$ cat config.mk
export PLATFORM = sky130hd
export DESIGN_NAME = fetch_unit
export DESIGN_NICKNAME = d
export VERILOG_FILES = /design/src/rtl/pipeline_pkg.sv /design/src/rtl/fetch_unit_inc.sv /design/src/rtl/fetch_unit.sv
export SDC_FILE = /design/constraint.sdc
export NUM_CORES = 1
export LEC_CHECK = 0
export ABC_AREA = 0
export BUFFER_PORTS_ARGS = -buffer_cell sky130_fd_sc_hd__buf_2
export CAP_MARGIN = 40
export CORE_MARGIN = 5
export CORE_UTILIZATION = 61
export DETAILED_ROUTE_END_ITERATION = 16
export GPL_TIMING_DRIVEN = 0
export PLACE_DENSITY_LB_ADDON = 0.3
export RECOVER_POWER = 50
export SYNTH_ARGS = -nofsm -noshare
export SYNTH_HDL_FRONTEND = slang
export SYNTH_SLANG_ARGS = --single-unit
$ cat constraint.sdc
create_clock -name clk -period 7.4 [get_ports clk]
set_input_delay 1.48 -clock clk [delete_from_list [all_inputs] [get_ports clk]]
set_output_delay 1.48 -clock clk [all_outputs]
set_load 0.02 [all_outputs]
$ cat src/rtl/pipeline_pkg.sv
// Shared pipeline types and constants for the 5-stage core.
// FETCH_MISALIGN_TRAP_EN adds the MISALIGN_IDLE fetch state.
package pipeline_pkg;

    localparam int XLEN = 32;

    localparam logic [XLEN-1:0] NOP_INSTR = 32'h0000_0013;

    typedef enum logic [2:0] {
        BOOT,
        REQ,
        SKID,
        DISCARD
`ifdef FETCH_MISALIGN_TRAP_EN
        ,
        MISALIGN_IDLE
`endif
    } fetch_state_t;

    typedef struct packed {
        logic            valid;
        logic [XLEN-1:0] pc;
        logic [XLEN-1:0] pc_plus4;
        logic [XLEN-1:0] instr;
    } if_id_t;

endpackage

$ cat src/rtl/fetch_unit_inc.sv
// PC+4 incrementer; wraps modulo 2^XLEN.
module fetch_unit_inc
    import pipeline_pkg::*;
(
    input  logic [XLEN-1:0] a,
    output logic [XLEN-1:0] y
);

    assign y = a + XLEN'(4);

endmodule

$ cat src/rtl/fetch_unit.sv
// Instruction fetch stage: PC, imem handshake, skid buffer, IF/ID register.
// FETCH_MISALIGN_TRAP_EN enables the fetch_misalign trap on redirects.
module fetch_unit
    import pipeline_pkg::*;
#(
    parameter logic [XLEN-1:0] RESET_PC  = 32'h0000_0000,
    parameter logic [XLEN-1:0] NOP_INSTR = pipeline_pkg::NOP_INSTR
) (
    input  logic            clk,
    input  logic            rst,
    output logic            imem_req,
    output logic [XLEN-1:0] imem_addr,
    input  logic            imem_ack,
    input  logic [XLEN-1:0] imem_rdata,
    input  logic            stall_d,
    input  logic            redirect_valid,
    input  logic [XLEN-1:0] redirect_pc,
    output logic            if_id_valid,
    output logic [XLEN-1:0] if_id_pc,
    output logic [XLEN-1:0] if_id_pc_plus4,
    output logic [XLEN-1:0] if_id_instr
`ifdef FETCH_MISALIGN_TRAP_EN
    ,
    output logic            fetch_misalign
`endif
);

    fetch_state_t    state, state_nx;
    logic [XLEN-1:0] pc, pc_nx;
    logic [XLEN-1:0] disc_addr, disc_addr_nx;
    logic [XLEN-1:0] pc_inc, fetch_inc, redir_tgt;
    if_id_t          if_id, if_id_nx;
    if_id_t          skid, skid_nx;
    logic            slot_free;

    localparam if_id_t IF_ID_RST = '{
        valid:    1'b0,
        pc:       '0,
        pc_plus4: '0,
        instr:    NOP_INSTR
    };

`ifdef FETCH_MISALIGN_TRAP_EN
    logic misalign;
    assign misalign  = redirect_valid && (redirect_pc[1:0] != 2'b00);
    assign redir_tgt = redirect_pc;
`else
    assign redir_tgt = redirect_pc & ~XLEN'(3);
`endif

    fetch_unit_inc u_pc_inc (.a(pc), .y(pc_inc));
    fetch_unit_inc u_fetch_inc (.a(imem_addr), .y(fetch_inc));

    assign imem_req  = (state == REQ) || (state == DISCARD);
    // DISCARD keeps the abandoned address on the bus until it is acked
    assign imem_addr = (state == DISCARD) ? disc_addr : pc;
    assign slot_free = !if_id.valid || !stall_d;

    always_comb begin
        state_nx     = state;
        pc_nx        = pc;
        disc_addr_nx = disc_addr;
        skid_nx      = skid;
        if_id_nx     = if_id;
        if (if_id.valid && !stall_d) begin
            if_id_nx.valid = 1'b0;
            if_id_nx.instr = NOP_INSTR;
        end
        if (redirect_valid) begin
            if_id_nx.valid = 1'b0;
            if_id_nx.instr = NOP_INSTR;
            skid_nx.valid  = 1'b0;
            pc_nx          = redir_tgt;
            if (state == REQ && !imem_ack) begin
                state_nx     = DISCARD;
                disc_addr_nx = pc;
            end else if (state == DISCARD && !imem_ack) begin
                state_nx = DISCARD;
`ifdef FETCH_MISALIGN_TRAP_EN
            end else if (misalign) begin
                state_nx = MISALIGN_IDLE;
`endif
            end else begin
                state_nx = REQ;
            end
        end else begin
            unique case (state)
                BOOT: state_nx = REQ;
                REQ: begin
                    if (imem_ack) begin
                        pc_nx = pc_inc;
                        if (slot_free) begin
                            if_id_nx = '{1'b1, pc, fetch_inc, imem_rdata};
                        end else begin
                            skid_nx  = '{1'b1, pc, fetch_inc, imem_rdata};
                            state_nx = SKID;
                        end
                    end
                end
                SKID: begin
                    if (!stall_d) begin
                        if_id_nx      = skid;
                        skid_nx.valid = 1'b0;
                        state_nx      = REQ;
                    end
                end
                DISCARD: begin
                    if (imem_ack) begin
`ifdef FETCH_MISALIGN_TRAP_EN
                        state_nx = (pc[1:0] != 2'b00) ? MISALIGN_IDLE : REQ;
`else
                        state_nx = REQ;
`endif
                    end
                end
`ifdef FETCH_MISALIGN_TRAP_EN
                MISALIGN_IDLE: state_nx = MISALIGN_IDLE;
`endif
                default: state_nx = BOOT;
            endcase
        end
    end

    always_ff @(posedge clk) begin
        if (rst) begin
            state     <= BOOT;
            pc        <= RESET_PC;
            disc_addr <= RESET_PC;
            if_id     <= IF_ID_RST;
            skid      <= IF_ID_RST;
        end else begin
            state     <= state_nx;
            pc        <= pc_nx;
            disc_addr <= disc_addr_nx;
            if_id     <= if_id_nx;
            skid      <= skid_nx;
        end
    end

`ifdef FETCH_MISALIGN_TRAP_EN
    always_ff @(posedge clk) begin
        if (rst) fetch_misalign <= 1'b0;
        else     fetch_misalign <= misalign;
    end
`endif

    assign if_id_valid    = if_id.valid;
    assign if_id_pc       = if_id.pc;
    assign if_id_pc_plus4 = if_id.pc_plus4;
    assign if_id_instr    = if_id.instr;

endmodule

==> results.txt <==
----------------------------------------------------
[Setup path]
  Dominant cell type by count on the critical path ... sky130_fd_sc_hd__clkbuf_1
  Crit Path Max Fanout ... 10
  Data arrival time of the critical path ... 5190 ps
  CP Cell Sequence ... clkbuf_1 > clkbuf_1 > nand2_1 > a21oi_1 > clkbuf_1 > clkbuf_1 > o21ai_0 > nand4b_1 > o311ai_0
  Delay of the slowest cell on the worst path ... roughly 780 ps
  Slowest stage cell, crit path ... sky130_fd_sc_hd__clkbuf_1
  Startpoint type of the worst setup path ... input pin
  Nature of the critical path endpoint ... flop
  CP Data Required Time ... ~7800 ps
  Kind of critical path ... in2reg

[Detailed routing]
  Iteration-0 DRC count of the detailed router ... 1639
  Count of unresolved DRC violations after routing ... 0
  Via count normalized by instance count ... 6.48
  Mean routed wirelength per cell ... 20.9 um
  Final routed wirelength across all metal layers ... 41800 um
  Vias after detailed routing ... 12994
  Final ANT Viol Nets ... 0
  Number of detailed-routing iterations run before antenna repair ... 6

[Die]
  Boundary Pins ... 199
  Die footprint ... 22400 um^2
  Height of the chip ... 150 um
  Effective utilization at floorplan ... 61.6%
  Floorplan die width ... between 100 and 150 um
  Number of placement rows ... 51
  Placeable Area ... 19300 um^2

[Global routing]
  Wire length of the first global-routing pass ... 63800 um
  Antenna violations before repair ... 0
  Via count of the first global-routing pass ... 12079
  Total track usage ... 35.7%
  Maximum number of pins on one net before global-route repair ... 15
  Sum of overflow across all layers after global routing ... 0

[Finish]
  Area used by multi-input combinational logic ... ~6200 um^2
  Number of nets in the finished design ... between 1500 and 2000
  Count of fill cells added during filler insertion ... 1504
  Share of layout cells above drive strength 1 ... 12.5%
  Synthesis-to-finish area growth ... 17.7%
  Number of antenna cells inserted ... 0
  Sequential Area ... roughly 5000 um^2

[Timing]
  TNS Setup ... 0 ps
  Min cycle time layout ... 4770 ps
  Post-layout worst setup margin ... 2630 ps
  Transition time at the pin with the least slew margin ... 988 ps
  Max transition margin ... 34.1%
  Final slew viol count ... 0
  Total setup violations reported at the end of the flow ... 0
  Upper clock frequency limit ... 209 MHz
  Clk_skew ... 14.9 ps
  Unrepaired setup endpoints after global routing ... no
  Share of the cycle needed by the critical path after routing ... 64.5%
  Hold Violations, Final ... 0

[Synthesis]
  Synthesized cell area ... between 10000 and 15000 um^2
  Count of warnings emitted by yosys ... 0
  Number of instances in the synthesized netlist ... 1495
  Top FF cell, synth ... sky130_fd_sc_hd__dfxtp_1
  Post-synthesis cell type with the largest combined area ... sky130_fd_sc_hd__dfxtp_1
  Number of distinct library cell variants in the gate-level netlist after synthesis ... 72
  Post-synthesis sequential area ratio ... 41.7%
  Top post-synthesis cells by area ... sky130_fd_sc_hd__dfxtp_1, sky130_fd_sc_hd__nand2_1, sky130_fd_sc_hd__a21oi_1
  #FFs+latches synth ... ~250
  Most common cell in the synthesized netlist ... sky130_fd_sc_hd__nand2_1
  Fraction of registers with async set or reset after synthesis ... 0%
  Leading post-synthesis cells by instance count ... sky130_fd_sc_hd__nand2_1, sky130_fd_sc_hd__dfxtp_1, sky130_fd_sc_hd__a21oi_1
  Yosys top cell area share ... 41.7%
  Number of enable flip-flop cells after synthesis ... 0
  Syn_area_per_cell ... 7.96 um^2

[Clock network]
  Post-CTS resize count ... 0
  Clock tree from TritonCTS ... built
  CTS H-tree depth ... 1
  Setup repair bufs after CTS ... 0
  Clock Latency Late Sink ... 540 ps
  Clk sink count ... 248
  CTS Hold Bufs ... 0
  Clock transition at the registers of the reported paths ... 60 ps
  Maximum count of clock buffers along a single path ... 3
  CTS buffer count ... 26
  Clk root buf ... sky130_fd_sc_hd__clkbuf_16

[Job]
  Max Cap Violations ... 0

[Power]
  Max rail drop VDD ... between 0.00015 and 0.0002 V
  Sequential share of power ... between 40% and 50%
  Combinational group share of total power ... 17.1%
  Cell internal pwr ... roughly 2.4 mW
  Total net switching power ... 0.999 mW
  LEAKAGE ... 5.16 nW
  Cell Pwr Density ... 241 nW/um^2
  Part of the total power dissipated in the clock network ... 40.8%
  Switching power as a share of total power ... 29.6%

[Placement]
  Count of port buffers added during placement ... 190
  Minimum setup slack after placement ... 2780 ps
  RePlAce Congestion ... 0.987
  DP HPWL ... 29700 um

[Status]
  Run status ... finished clean

[Worst hold path]
  Hold WC Path Type ... reg2reg

----------------------------------------------------
through the flow:
step	area (um^2)	hold slack [ps]	std cells	total power [mW]	utilization, %
after floorplan	11900	429	1500	1.81	-
after global placement	13200	440	1955	2.00	68.3
after detailed placement	13200	446	1956	2.02	68.4
final	14000	453	2004	3.38	72.5
after global routing	14000	468	2004	3.47	72.5
after CTS	14100	455	2003	3.36	73.1
metal layers:
metal	global-route usage, %	part of all wire [%]	up-vias	routed length [um]
met3	8.00	13	186	5400
met1	46.3	37	6082	15600
met5	0	0	-	0
met4	19.9	6.1	0	2540
met2	55.2	44	967	18300
li1	-	-	5759	-
worst max-delay path: cells and delay by family:
family                 cells  cell delay, ps
AOI/OAI and AO/OA          3            1120
buffers and inverters      4            2050
and+or+nand+nor            2             530
power groups by stage:
stage          Sequential [mW]  Combinational (mW)  Clock [mW]
3_3_place_gp              1.45               0.555           0
6_report                  1.42               0.578        1.38
3_5_place_dp              1.45               0.567           0
5_1_grt                   1.43               0.611        1.43
2_1_floorplan             1.49               0.316           0
4_1_cts                   1.42               0.572        1.37
cells by family (layout without fill, tap and decap cells):
| kind of cell | after synthesis | after routing | synth area share (%) |
|---|---|---|---|
| DFF | 248 | 248 | 41.7 |
| other | 1 | 6 | 0.0315 |
| AOI/OAI and AO/OA | 367 | 367 | 21.1 |
| muxes | 34 | 34 | 3.06 |
| and+or+nand+nor | 621 | 621 | 24.3 |
| adders and majority gates | 6 | 6 | 0.630 |
| buffers and inverters | 180 | 419 | 6.39 |
| xor gates and xnor gates | 38 | 38 | 2.80 |
cell usage in the layout (no fill, tap or decap), types with 25 or more instances in the layout:
cell | netlist | routed
sky130_fd_sc_hd__a21oi_1 | 138 | 138
sky130_fd_sc_hd__a221oi_1 | 37 | 37
sky130_fd_sc_hd__a22o_1 | 29 | 29
sky130_fd_sc_hd__a22oi_1 | 41 | 41
sky130_fd_sc_hd__buf_2 | 20 | 114
sky130_fd_sc_hd__clkbuf_1 | 106 | 207
sky130_fd_sc_hd__clkbuf_16 | 0 | 27
sky130_fd_sc_hd__dfxtp_1 | 248 | 248
sky130_fd_sc_hd__inv_1 | 25 | 25
sky130_fd_sc_hd__nand2_1 | 274 | 274
sky130_fd_sc_hd__nand3_1 | 58 | 58
sky130_fd_sc_hd__nor2_1 | 122 | 122
sky130_fd_sc_hd__nor3_1 | 50 | 50
sky130_fd_sc_hd__o21ai_0 | 26 | 26
final timing paths:
check | from | end | slack [ps] | cells past startpoint
worst min register to register | skid[89] | skid[89] | 450 | 2
worst min-delay path | skid[89] | skid[89] | 450 | 2
worst max-delay path | imem_ack | if_id_pc_plus4[20] | 2630 | 9
worst max register to register | state[0] | if_id_pc_plus4[20] | 2990 | 13
flip-flops by register name, indices dropped and copies added, names as in the netlist:
name	cells
skid	93
if_id_instr	32
disc_addr	30
if_id_pc	30
if_id_pc_plus4	30
pc	30
state	2
if_id_valid	1
layout make-up:
| class | instances | area share (%) |
|---|---|---|
| inverter | 26 | 0.697 |
| sequential | 248 | 35.4 |
| clock inverter | 12 | 1.06 |
| timing repair buffer | 192 | 6.10 |
| buffer | 154 | 4.72 |
| tap | 265 | 2.37 |
| multi-input combinational | 1072 | 44.2 |
| clock buffer | 35 | 5.39 |
Power figures use the tool's default switching activity.
